===== src/rtl/sha256_config_sync.sv =====
// sha256_config_sync: pairs an ID stream with a config stream in arrival order.
// Each input has a one-entry holding register. The joined pair is loaded into a
// registered output stage.
// A holding register may refill in the same cycle it is drained, so a steady
// stream moves one pair per cycle.
module sha256_config_sync (
    input  logic        clk,
    input  logic        nrst,
    input  logic        en,
    input  logic        sync_rst,
    input  logic [5:0]  id_in,
    input  logic        id_in_last,
    input  logic        id_in_valid,
    output logic        id_in_ready,
    input  logic [63:0] cfg_in_size,
    input  logic [1:0]  cfg_in_scheme,
    input  logic        cfg_in_last,
    input  logic        cfg_in_valid,
    output logic        cfg_in_ready,
    output logic [63:0] cfg_out_size,
    output logic [1:0]  cfg_out_scheme,
    output logic [5:0]  cfg_out_id,
    output logic        cfg_out_last,
    output logic        cfg_out_valid,
    input  logic        cfg_out_ready
);

    // ID holding register (id_last is kept but never influences pairing)
    logic        id_full_q, id_full_d;
    logic [5:0]  id_data_q, id_data_d;
    logic        id_last_q, id_last_d;

    // Config holding register
    logic        cfg_full_q, cfg_full_d;
    logic [63:0] cfg_size_q, cfg_size_d;
    logic [1:0]  cfg_scheme_q, cfg_scheme_d;
    logic        cfg_last_q, cfg_last_d;

    // Output stage
    logic [63:0] out_size_q, out_size_d;
    logic [1:0]  out_scheme_q, out_scheme_d;
    logic [5:0]  out_id_q, out_id_d;
    logic        out_last_q, out_last_d;
    logic        out_valid_q, out_valid_d;

    logic        pair_join;
    logic        id_hs;
    logic        cfg_hs;

    // Join/ready decisions and next-state for holding registers and output stage
    always_comb begin
        pair_join    = id_full_q & cfg_full_q & (~out_valid_q | cfg_out_ready) & en;
        // Ready is forced low while nrst is held so nothing is accepted in reset
        id_in_ready  = nrst & en & (~id_full_q | pair_join);
        cfg_in_ready = nrst & en & (~cfg_full_q | pair_join);
        id_hs        = id_in_valid & id_in_ready;
        cfg_hs       = cfg_in_valid & cfg_in_ready;

        id_full_d    = id_full_q;
        id_data_d    = id_data_q;
        id_last_d    = id_last_q;
        cfg_full_d   = cfg_full_q;
        cfg_size_d   = cfg_size_q;
        cfg_scheme_d = cfg_scheme_q;
        cfg_last_d   = cfg_last_q;
        out_size_d   = out_size_q;
        out_scheme_d = out_scheme_q;
        out_id_d     = out_id_q;
        out_last_d   = out_last_q;
        out_valid_d  = out_valid_q;

        // A handshake on the input takes priority, so a drained entry can refill at once
        if (id_hs) begin
            id_full_d = 1'b1;
            id_data_d = id_in;
            id_last_d = id_in_last;
        end else if (pair_join) begin
            id_full_d = 1'b0;
        end

        if (cfg_hs) begin
            cfg_full_d   = 1'b1;
            cfg_size_d   = cfg_in_size;
            cfg_scheme_d = cfg_in_scheme;
            cfg_last_d   = cfg_in_last;
        end else if (pair_join) begin
            cfg_full_d = 1'b0;
        end

        // A new pair replaces the beat leaving this cycle; otherwise a completed beat clears
        // valid. A beat can still leave while en is low.
        if (pair_join) begin
            out_size_d   = cfg_size_q;
            out_scheme_d = cfg_scheme_q;
            out_id_d     = id_data_q;
            out_last_d   = cfg_last_q;
            out_valid_d  = 1'b1;
        end else if (out_valid_q && cfg_out_ready) begin
            out_valid_d = 1'b0;
        end
    end

    // State registers; hard reset and soft clear both drop everything in flight
    always_ff @(posedge clk) begin
        if (!nrst || sync_rst) begin
            id_full_q    <= 1'b0;
            id_data_q    <= '0;
            id_last_q    <= 1'b0;
            cfg_full_q   <= 1'b0;
            cfg_size_q   <= '0;
            cfg_scheme_q <= '0;
            cfg_last_q   <= 1'b0;
            out_size_q   <= '0;
            out_scheme_q <= '0;
            out_id_q     <= '0;
            out_last_q   <= 1'b0;
            out_valid_q  <= 1'b0;
        end else begin
            id_full_q    <= id_full_d;
            id_data_q    <= id_data_d;
            id_last_q    <= id_last_d;
            cfg_full_q   <= cfg_full_d;
            cfg_size_q   <= cfg_size_d;
            cfg_scheme_q <= cfg_scheme_d;
            cfg_last_q   <= cfg_last_d;
            out_size_q   <= out_size_d;
            out_scheme_q <= out_scheme_d;
            out_id_q     <= out_id_d;
            out_last_q   <= out_last_d;
            out_valid_q  <= out_valid_d;
        end
    end

    assign cfg_out_size   = out_size_q;
    assign cfg_out_scheme = out_scheme_q;
    assign cfg_out_id     = out_id_q;
    assign cfg_out_last   = out_last_q;
    assign cfg_out_valid  = out_valid_q;

endmodule


===== config.mk =====
export PLATFORM = sky130hd
export DESIGN_NAME = sha256_config_sync
export DESIGN_NICKNAME = d
export VERILOG_FILES = /design/src/rtl/sha256_config_sync.sv
export SDC_FILE = /design/constraint.sdc
export NUM_CORES = 1
export LEC_CHECK = 0
export CORE_MARGIN = 3
export CORE_UTILIZATION = 40
export DETAILED_ROUTE_END_ITERATION = 10
export GPL_ROUTABILITY_DRIVEN = 0
export GPL_TIMING_DRIVEN = 0
export PLACE_DENSITY = 0.68
export SLEW_MARGIN = 20
export SYNTH_ARGS = -nofsm -noshare
export SYNTH_HDL_FRONTEND = slang
export SYNTH_SLANG_ARGS = --single-unit

===== constraint.sdc =====
create_clock -name clk -period 1.8 [get_ports clk]
set_clock_uncertainty 0.05 [all_clocks]
set_input_delay 0.36 -clock clk [delete_from_list [all_inputs] [get_ports clk]]
set_output_delay 0.36 -clock clk [all_outputs]
set_load 0.02 [all_outputs]

==> metrics list <==
- Post-synth cell types: 17
- Global-route total usage across every layer: 0.1996
- Final count of negative-setup-slack endpoints: 0
- CTS root buffer: sky130_fd_sc_hd__clkbuf_16
- The total overflow left after global routing is 0.
- Total count of hold-check failures in the final report: 0
- Most frequent cell after synthesis: sky130_fd_sc_hd__nand2_1
* Final period utilization: 0.9831
- Counting every sink on the clock net gives 149.
- Total of flip-flops plus latches after synthesis: 149
- Wire length of the first global-routing pass: 25.61 mm
- The number of global-route vias before repair came to 5,303.
- The number of nets handed over by synthesis was 757.
- In the post-route analysis, the smallest setup slack over all paths is 0.03042 ns.
- Once detailed placement completed, the half-perimeter wirelength came to 11.89 mm.
- The first detailed-routing pass took 4 iterations.
* Largest buffer count on any clock path: 2
* Post-place setup slack: -1.391 ns
- Worst hold path class: reg2reg
- After detailed routing, the total wire length is 16.29 mm.
- Summing every instance area after synthesis gives 0.005814 sq mm.
* Width of the die: 126.6 um
- Metal2 WL: 7.912 mm
- Slew at the pin closest to its max-slew limit: 0.4821 ns
- The tool flagged a number of max-cap violations equal to 0.
- Synthesis warning total: 0
- I/O pin total: 157
* Final-layout worst hold slack: 0.4085 ns
* Count of flip-flops with a built-in enable after synthesis: 0
- Highest achievable clock rate: 565.1 MHz
- Via total after detailed routing: 5,348
- Leakage component of the power: 3.464 nW
* Port buffer count: 155
- In the routed layout, each cell is associated on average with a via count of 5.132.
- Across all register-to-register paths, the minimum setup slack is 0.22 ns.
* Number of buffers inserted during clock tree synthesis: 17
- The detailed router put a total of 7.163 mm of wire on met1.
- Clk_lat worst skew: 0.42 ns
- The number of antenna violations at the first check in global routing was 0.
* Setup repair after global routing missed its margin: no
- 0 antenna diodes ended up in the layout.
- Worst EP required: 1.39 ns
- CP startpoint kind: flip-flop
- Critical-path cell with the highest stage delay: sky130_fd_sc_hd__clkdlybuf4s50_1
- Worst setup path category: reg2out
- In this design, the stage delay of the slowest critical-path cell is 0.61 ns.
- For this run, asynchronously set or reset flops after synthesis account for 0.
* Critical-path maximum fanout: 2
- Post-detailed-route DRC marker count: 0
* Top Family by Delay on Critical Path: buffers and inverters
* Crit path time final: 1.770 ns
- TritonCTS built the clock tree.
- After synthesis, the most frequently instantiated cells are sky130_fd_sc_hd__nand2_1 (151), sky130_fd_sc_hd__dfxtp_1 (149), sky130_fd_sc_hd__a21oi_1 (76), sky130_fd_sc_hd__nand3_1 (74).
* Top post-synthesis cells by area: sky130_fd_sc_hd__dfxtp_1 (51%), sky130_fd_sc_hd__mux2i_1 (13%), sky130_fd_sc_hd__nand2_1 (9.7%)
- From synthesis to final layout, the design area changed by 43.43%.
* Maximum number of pins on one net before global-route repair: 17
- Result of the run: finished clean
* CORE AREA: 0.01404 sq mm
* Highest signal layer in the routed design: met4
- The number of hold buffers added after CTS was 0.
- Of the post-synthesis cell area, the dominant cell type holds 0.5130.
* Nets: 931
* Deepest level of the CTS H-tree: 4
- Relative slew slack: 0.6786
* WP data arrival: 1.36 ns
* Die H: 126.6 um
- In the detailed route, the total length drawn on met3 is 905 um.
* Wire per inst: 15.63 um
- VDD sags by at most 0.5895 mV.
- For this run, the register share of the synthesized area comes to 0.5130.
- Fin Setup TNS: 0 ns
* Slew Limit Fails: 0
- Final total power: 0.007607 W
- Number of instances in the synthesized netlist: 676
- After clock tree synthesis, the clock-pin slew on the worst setup and hold paths is 0.06 ns.
- Die outline area: 0.01602 sq mm
* Yosys top cell by area: sky130_fd_sc_hd__dfxtp_1
- In this run the core area contains 43 standard-cell rows.
- DP Cell Count: 1,011
- Effective utilization at floorplan: 0.4141
- In the final layout, the share of cells above drive strength 1 is 0.09049.
* Cell Chain, Critical Path: clkdlybuf4s50_1
- Routed Antenna Nets: 0
- Counting both buffers and inverters, the worst setup path holds a total of 1.
* Average instance area after synthesis: 8.601 sq um
* Most used DFF post-synth: sky130_fd_sc_hd__dfxtp_1
- STA classifies the critical path endpoint as an output pin.
* Power per Cell Area: 912.2 mW/mm^2
- For this block, the initial DRC count from the detailed router was 311.
- Non-filler cells, final: 1,042
==> placed cells by master (no fill, tap or decap), drive strengths merged <==
cell,count
mux2i,73
and2,1
bufinv,5
nor2b,2
dfxtp,149
clkinv,3
o21a,2
dlygate4sd2,22
nand3,74
dlymetal6s2s,32
nand2b,4
buf,27
o2111a,2
a21boi,2
a21oi,76
clkinvlp,5
o21ai,73
clkdlybuf4s50,99
and3,1
nand2,151
clkbuf,59
==> power breakdown <==
group	internal, W	switching (W)
sequential	0.00332	0.0000142
combinational	0.000235	0.000191
clock	0.00248	0.00136
==> cell families (layout without fill, tap and decap cells) <==
logic type	count (synthesis)	count (layout)	share of synthesized area
mux	73	73	0.1257
simple gates	233	233	0.1698
compound gates	155	155	0.1373
flops	149	149	0.5130
buf+inv	66	252	0.05423
==> sequential cells by signal (all words and copies together), names as in the netlist <==
register	cells
cfg_out_size	64
cfg_size_q	64
cfg_out_id	6
id_data_q	6
cfg_out_scheme	2
cfg_scheme_q	2
cfg_full_q	1
cfg_last_q	1
cfg_out_last	1
cfg_out_valid	1
id_full_q	1
==> final timing paths <==
path / cells after the start / startpoint / to
setup / recovery: 1 / cfg_out_size[37] / cfg_out_size[37]
hold reg to reg: 2 / cfg_size_q[62] / cfg_size_q[62]
hold / removal: 2 / cfg_size_q[62] / cfg_size_q[62]
setup reg to reg: 5 / cfg_out_valid / cfg_out_size[12]
==> metrics by stage <==
stage | util | instance area, sq um
finish | 0.5939 | 8339
global route | 0.5939 | 8339
CTS | 0.5876 | 8252
detailed placement | 0.5406 | 7591
global placement | 0.5406 | 7591
floorplan | - | 5814
==> layer usage <==
metal	GRT usage	vias up
li1	-	2653
met1	0.2448	2524
met2	0.3431	147
met3	0.04379	24
met4	0.07508	0
met5	0	-
==> repair_timing <==
| item | in CTS | in global routing |
|---|---|---|
| pin swaps | 1 | 1 |
| setup buffers | 2 | 1 |
| setup endpoints to repair | 99 | 161 |
| gates resized for setup | 49 | 45 |
==> area by class of cell <==
cell class,count,area [sq um]
clock inverter,13,206.4
sequential,149,2989
fill,1257,5703
tap,180,225.2
buffer,63,320.3
multi-input combinational,461,2534
clock buffer,18,439.2
timing repair buffer,158,1625
No activity file was read; power rests on OpenSTA's default activity.
